### src/rtl/pipeline_broadcast_masked.sv
// Eager fork of one valid/ready stream into N masked valid/ready streams.
// Optional transaction counter port o_txn_count is enabled by PIPELINE_BROADCAST_COUNT_EN.
module pipeline_broadcast_masked #(
  parameter int N     = 2,
  parameter int CNT_W = 16
) (
  input  logic             clk,
  input  logic             rst,
  input  logic             i_valid,
  output logic             i_ready,
  output logic             o_valid [N],
  input  logic             o_ready [N],
  input  logic             i_mask  [N],
  output logic             o_busy
`ifdef PIPELINE_BROADCAST_COUNT_EN
  ,
  output logic [CNT_W-1:0] o_txn_count
`endif
);

  typedef enum logic {
    IDLE    = 1'b0,
    PARTIAL = 1'b1
  } state_e;

  state_e         state_q, state_d;
  logic [N-1:0]   done_q, done_d;
  logic [N-1:0]   pending;
  logic [N-1:0]   fire;
  logic [N-1:0]   settled;
  logic           complete;

  // o_valid never looks at o_ready; the only ready path is o_ready -> i_ready.
  always_comb begin
    pending = '0;
    fire    = '0;
    settled = '0;
    for (int i = 0; i < N; i++) begin
      pending[i] = i_mask[i] & ~done_q[i];
      o_valid[i] = i_valid & pending[i];
      fire[i]    = i_valid & pending[i] & o_ready[i];
      settled[i] = ~pending[i] | fire[i];
    end
    complete = i_valid & (&settled);
  end

  assign i_ready = complete;

  always_comb begin
    done_d  = complete ? '0 : (done_q | fire);
    state_d = (|done_d) ? PARTIAL : IDLE;
  end

  always_ff @(posedge clk or posedge rst) begin
    if (rst) begin
      done_q  <= '0;
      state_q <= IDLE;
    end else begin
      done_q  <= done_d;
      state_q <= state_d;
    end
  end

  assign o_busy = (state_q == PARTIAL);

`ifdef PIPELINE_BROADCAST_COUNT_EN
  logic [CNT_W-1:0] txn_count_q, txn_count_d;

  assign txn_count_d = complete ? txn_count_q + 1'b1 : txn_count_q;

  always_ff @(posedge clk or posedge rst) begin
    if (rst) begin
      txn_count_q <= '0;
    end else begin
      txn_count_q <= txn_count_d;
    end
  end

  assign o_txn_count = txn_count_q;
`else
  // Counter width only matters when the counter is built.
  if (CNT_W < 1) begin : g_cnt_w_unused
  end
`endif

endmodule
### config.mk
export PLATFORM = sky130hd
export DESIGN_NAME = pipeline_broadcast_masked
export DESIGN_NICKNAME = d
export VERILOG_FILES = /design/src/rtl/pipeline_broadcast_masked.sv
export SDC_FILE = /design/constraint.sdc
export NUM_CORES = 1
export LEC_CHECK = 0
export CORE_AREA = 2 2 39 41
export DETAILED_ROUTE_END_ITERATION = 8
export DIE_AREA = 0 0 41 43
export REMOVE_ABC_BUFFERS = 1
export SLEW_MARGIN = 5
export SYNTH_ARGS = -nofsm -noshare
export SYNTH_HDL_FRONTEND = slang
export SYNTH_SLANG_ARGS = --single-unit
### constraint.sdc
create_clock -name clk -period 1.5 [get_ports clk]
set_clock_uncertainty 0.05 [all_clocks]
set_input_delay 0.3 -clock clk [delete_from_list [all_inputs] [get_ports clk]]
set_output_delay 0.3 -clock clk [all_outputs]
set_load 0.02 [all_outputs]
==> flow_metrics.env, run 1 <==
export IMPL_drtIter0Drc=0
export IMPL_preCtsSetupSlack_ns=-0.590
export IMPL_cts_tree="yes"
export IMPL_fill_cells=145
export IMPL_p_sw_mw=0.0985
export IMPL_slew_violations=0
export IMPL_io_pins=11
export IMPL_track_usage_pct=8.13
export IMPL_power_frac_seq_pct=26.7
export IMPL_grtUsageMet1_pct=6.75
export IMPL_synth_main_ff_cell="dfrtp_1"
export IMPL_nNetsFinal=55
export IMPL_fp_row_count=14
export IMPL_synth_top_area_share_pct=42.0
export IMPL_ys_seq_elements=3
export IMPL_htreeDepth=1
export IMPL_worst_slack_ns=-0.0510
export IMPL_synth_edff_count=0
export IMPL_fin_hold_ws_ns=0.186
export IMPL_slew_headroom_pct=85.1
export IMPL_antenna_found_initial=0
export IMPL_clock_latency_ns=0.23
export IMPL_clkSinkCount=3
export IMPL_maxCapViolCount=0
export IMPL_fp_dieH_microns=43
export IMPL_fmax_mhz=645
export IMPL_critPathLaunchType="flop"
export IMPL_ant_nets=0
export IMPL_initial_core_util_pct=12.9
export IMPL_synth_area_per_cell_sq_um=8.95
export IMPL_status="finished with violations"
export IMPL_antenna_cells=0
export IMPL_p_leak_nw=0.242
export IMPL_p_per_area_nw_per_um2=821
export IMPL_crit_path_end_kind="output port"
export IMPL_grt_first_pass_wirelength_microns=938
export IMPL_drc=0
export IMPL_synth_cell_types=15
export IMPL_ys_seq_area_share_pct=42.0
export IMPL_comb_power_share_pct=35.6
export IMPL_root_buffer="clkbuf_4"
export IMPL_cts_buffers_inserted=3
export IMPL_dieArea_sq_um=1760
export IMPL_ys_top_cells_by_area="dfrtp_1 42%, nor3b_2 7.0%, nand3_1 5.6%, a31o_2 4.9%, and3b_1 4.9%"
export IMPL_grtUsageMet2_pct=14.1
export IMPL_netlist_instances=20
export IMPL_core_sq_um=1380
export IMPL_grt_pass1_vias=266
export IMPL_clockBufferDepth=2
export IMPL_netlist_area_sq_um=179
export IMPL_rsz0062_at_grt="true"
export IMPL_failed_checks="setup timing"
export IMPL_worstPathArrival_ns=1.20
export IMPL_worstPathRequired_ns=1.15
export IMPL_drt_total_wl_microns=586
export IMPL_viasPerCell=4.02
export IMPL_grt_max_degree=4
export IMPL_clk_pin_slew_ns=0.04
export IMPL_worstSetupPathType="reg -> out"
export IMPL_top_usage_layer="met2"
export IMPL_hpwlAfterDp_microns=407
export IMPL_area_delta_synth_final_pct=150
export IMPL_yosysWarnings=0
export IMPL_synthTopCellsByCount="3 x dfrtp_1, 2 x inv_1, 2 x nand3_1, 2 x nor2_1"
export IMPL_internal_power_mw=0.268
export IMPL_drive_gt1_share_pct=57.4
export IMPL_setup_viol=1
export IMPL_port_buffers=10
export IMPL_hold_class="in -> async"
export IMPL_dr_total_vias=253
export IMPL_yosysTopAreaCell="dfrtp_1"
export IMPL_power_frac_clock_pct=37.8
export IMPL_die_w_microns=41
export IMPL_hold_buffers=0
export IMPL_dr_pass1_iters=1
export IMPL_crit_path_max_fanout=3
export IMPL_grt_util_met3_pct=3.14
export IMPL_swShare_pct=26.9
export IMPL_synthArstFlopShare_pct=100
export IMPL_yosysMostFrequentCell="dfrtp_1"
export IMPL_fin_crit_sh_pct=103
export IMPL_tightest_slew_ns=0.224
export IMPL_grt_ovfl_total=0
export IMPL_finalHoldViolCount=0
export IMPL_drt_wirelength_per_cell_microns=9.30
export IMPL_gp_congestion=0.668
export IMPL_tns_ns=-0.0510
export IMPL_period_needed_ns=1.55
export IMPL_worst_ir_drop_vdd_uv=346
state kept, by name, summed over array words and instances, names as in the netlist:
register and count:
done_q 2, o_busy 1
path summary, 6_finish.rpt:
kind	startpoint	end	slack [ns]	cells past startpoint
hold reg to reg	done_q[1]	done_q[0]	0.59	3
hold / removal	rst	done_q[0]	0.19	2
max in group asynchronous	rst	done_q[1]	1.09	2
setup reg to reg	done_q[1]	o_busy	0.23	6
min in group clk	o_ready[1]	done_q[1]	0.41	4
setup / recovery	done_q[1]	i_ready	-0.05	4
per-layer routing:
metal / up-vias / share of wire (%)
met3: 2 / 7.3
met1: 115 / 35
met2: 10 / 55
met5: - / 0
met4: 0 / 2.2
li1: 126 / -
power by group through the flow:
stage                     registers [mW]  clock network, mW  logic, mW
final                             0.0978              0.139      0.130
after global routing              0.0990              0.150      0.142
after CTS                         0.0978              0.143      0.121
after detailed placement          0.0975                  0      0.110
after global placement            0.0973                  0      0.110
after floorplan                    0.103                  0     0.0377
worst max-delay path: stages, from the launching register on:
cell	delay (ns)
dfrtp_1	0.40
nor3b_4	0.26
nor2_4	0.06
and2_4	0.14
buf_6	0.12
placed cells by master, fill, tap and decap left out:
cell,Yosys,final
a21boi_1,1,1
a21oi_1,1,1
a31o_2,1,1
and2_4,0,1
and3b_2,0,1
buf_4,0,14
buf_6,0,2
clkbuf_1,0,1
clkbuf_4,0,3
clkdlybuf4s50_1,0,2
dfrtp_1,3,3
dlygate4sd2_1,0,3
dlymetal6s2s_1,0,2
inv_1,2,1
inv_2,0,1
nand2_1,1,1
nand3_1,2,2
nand4_1,1,1
nor2_1,2,1
nor2_2,1,1
nor2_4,0,1
nor3b_2,1,1
nor3b_4,0,1
o22ai_1,1,1
area by class of cell:
| class | instances | area (sq um) | share of cell area, % |
|---|---|---|---|
| multi-input combinational | 15 | 119 | 26.6 |
| clock buffer | 4 | 26.3 | 5.88 |
| inverter | 2 | 7.51 | 1.68 |
| timing repair buffer | 23 | 199 | 44.5 |
| sequential | 3 | 75.1 | 16.8 |
| tap | 16 | 20.0 | 4.48 |
timing repair:
item	4_1_cts	5_1_grt
setup buffers	2	3
endpoints found under the setup margin	3	4
gates resized for setup	25	5
pin swaps	3	5
kinds of logic (layout without fill, tap and decap cells):
group / count (synthesis) / after routing / share of synthesized area [%]
flip-flops: 3 / 3 / 42.0
buffers and inverters: 2 / 29 / 4.20
AND/OR/NAND/NOR: 11 / 11 / 38.5
AO/OA/AOI/OAI: 4 / 4 / 15.4
stage by stage:
stage / total power, mW / util, % / instances / instance area (sq um)
2_1_floorplan: 0.141 / - / 20 / 179
3_3_place_gp: 0.207 / 25.9 / 54 / 359
3_5_place_dp: 0.208 / 25.9 / 54 / 359
4_1_cts: 0.362 / 29.8 / 60 / 413
5_1_grt: 0.392 / 32.3 / 63 / 447
6_report: 0.367 / 32.3 / 63 / 447
No activity file was read; power rests on OpenSTA's default activity.
==> inputs of run 2 (changes only) <==
CORE_AREA = 3 3 40 42   (was 2 2 39 41)
DIE_AREA = 0 0 43 45   (was 0 0 41 43)
==> run 2 against run 1 <==
Compared with the run above: the run still ends with setup timing left; register-to-register slack improved by 0.10 ns; critical path depth unchanged; count of clock-buffer cells in the layout unchanged; flip-flop and latch count unchanged; worst hold slack better by 0.0019 ns; utilization grew 0.93 points; fmax rose by 2.8%; die area is 9.8% higher; final cell count down 3.2%; global-route usage shrank 1.3 points; combinational power is 7% lower; power decreased by 1.9%; critical path type unchanged; largest cell class unchanged.
==> flow_metrics.env, run 2 (synthesis gave the netlist of run 1 again) <==
export IMPL_setup_viol=1
export IMPL_placed_cell_area_sq_um=365
export IMPL_top_register="done_q"
export IMPL_core_sq_um=1280
export IMPL_drc=0
export IMPL_finalHoldViolCount=0
export IMPL_final_cell_mix="12 x buf_4, 4 x dlygate4sd2_1, 3 x clkbuf_4, 3 x dfrtp_1"
export IMPL_htreeDepth=1
export IMPL_tightest_slew_ns=0.227
export IMPL_fill_cells=145
export IMPL_clock_latency_ns=0.23
export IMPL_preCtsSetupSlack_ns=-0.593
export IMPL_period_needed_ns=1.51
export IMPL_grt_pass1_vias=213
export IMPL_cts_tree="yes"
export IMPL_fmax_mhz=663
export IMPL_grt_ovfl_total=0
export IMPL_worstPathRequired_ns=1.15
export IMPL_p_per_area_nw_per_um2=843
export IMPL_crit_path_end_kind="output port"
export IMPL_crit_path_max_fanout=2
export IMPL_gp_congestion=0.682
export IMPL_crit_reg2reg_launch="done_q[1]"
export IMPL_worst_ir_drop_vdd_uv=227
export IMPL_failed_checks="setup timing"
export IMPL_track_usage_pct=6.84
export IMPL_mostFrequentLayoutCell="buf_4"
export IMPL_drive_gt1_share_pct=54.3
export IMPL_dr_total_vias=245
export IMPL_area_delta_synth_final_pct=138
export IMPL_hold_buffers=0
export IMPL_clk_pin_slew_ns=0.04
export IMPL_nNetsFinal=54
export IMPL_final_area_sq_um=427
export IMPL_worst_slack_ns=-0.00868
export IMPL_hold_class="in -> async"
export IMPL_largest_reg_flops=2
export IMPL_r2r_cells=5
export IMPL_grt_max_degree=4
export IMPL_antenna_found_initial=0
export IMPL_fp_dieH_microns=45
export IMPL_drtIter0Drc=6
export IMPL_io_pins=11
export IMPL_rsz0062_at_grt="true"
export IMPL_worstSetupPathType="reg -> out"
export IMPL_root_buffer="clkbuf_4"
export IMPL_viasPerCell=4.02
export IMPL_initial_core_util_pct=13.9
export IMPL_slew_violations=0
export IMPL_critPathMaxStageDelay_ns=0.40
export IMPL_antenna_cells=0
export IMPL_die_w_microns=43
export IMPL_cts_buffers_inserted=3
export IMPL_slew_headroom_pct=84.9
export IMPL_clkSinkCount=3
export IMPL_dr_pass1_iters=4
export IMPL_path_cells="nor3b_4 > nor2_2 > and2_4 > buf_6"
export IMPL_cp_slowest_cell="dfrtp_1"
export IMPL_worstPathArrival_ns=1.16
export IMPL_fp_row_count=13
export IMPL_ant_nets=0
export IMPL_r2r_end="done_q[1]"
export IMPL_drt_wirelength_per_cell_microns=9.26
export IMPL_dieArea_sq_um=1940
export IMPL_critPathLaunchType="flop"
export IMPL_maxCapViolCount=0
export IMPL_reg2reg_setup_slack_ns=0.33
export IMPL_drt_total_wl_microns=565
export IMPL_status="finished with violations"
export IMPL_grt_first_pass_wirelength_microns=841
export IMPL_port_buffers=10
export IMPL_p_leak_nw=0.236
export IMPL_fin_crit_sh_pct=101
export IMPL_tns_ns=-0.00868
export IMPL_clockBufferDepth=2
export IMPL_hpwlAfterDp_microns=397
run 2: worst max-delay path: cells and delay by family, from the launching register on:
| kind | cells | cell delay [ns] |
|---|---|---|
| simple gates | 3 | 0.42 |
| buf+inv | 1 | 0.12 |
| flops | 1 | 0.40 |
run 2: report_power, final:
| group | internal (mW) | total, mW | switching (mW) |
|---|---|---|---|
| combinational | 0.0716 | 0.121 | 0.0497 |
| clock | 0.0997 | 0.141 | 0.0417 |
| sequential | 0.0911 | 0.0969 | 0.00584 |
| total | 0.262 | 0.360 | 0.0972 |
run 2: final cells by class:
class,instances,area (sq um),share of cell area (%)
clock buffer,4,26.3,6.16
inverter,2,7.51,1.76
multi-input combinational,15,111,26.1
sequential,3,75.1,17.6
tap,15,18.8,4.40
timing repair buffer,22,188,44.0
run 2: worst max-delay path by stage:
stage	from	end	slack (ns)	depth (start not counted)
after floorplan	done_q[1]	o_valid[0]	0.24	1
after CTS	done_q[1]	i_ready	-0.02	4
after global routing	done_q[1]	i_ready	-0.09	4
after detailed placement	i_valid	i_ready	-0.59	5
final	done_q[1]	i_ready	-0.009	4
after global placement	i_valid	i_ready	-0.59	5
run 2: stage by stage:
step / total power, mW / hold slack (ns) / util [%] / instances
after floorplan: 0.141 / 0.00364 / - / 20
after global placement: 0.209 / 0.429 / 28.4 / 54
after detailed placement: 0.209 / 0.427 / 28.4 / 54
after CTS: 0.364 / 0.183 / 31.6 / 59
after global routing: 0.393 / 0.191 / 33.2 / 61
final: 0.360 / 0.188 / 33.2 / 61
run 2: repair_timing:
item / CTS / global route
endpoints found under the setup margin: 3 / 3
endpoints found under the hold margin: 0 / 0
setup buffers: 1 / 2
pin swaps: 5 / 3
resized for setup: 26 / 2
run 2: metal layers:
| metal | vias up | GRT usage, % | part of all wire, % |
|---|---|---|---|
| met5 | - | 0 | 0 |
| met4 | 0 | 3.61 | 0 |
| met3 | 0 | 8.37 | 13 |
| met2 | 12 | 8.68 | 46 |
| met1 | 109 | 6.30 | 41 |
| li1 | 124 | - | - |
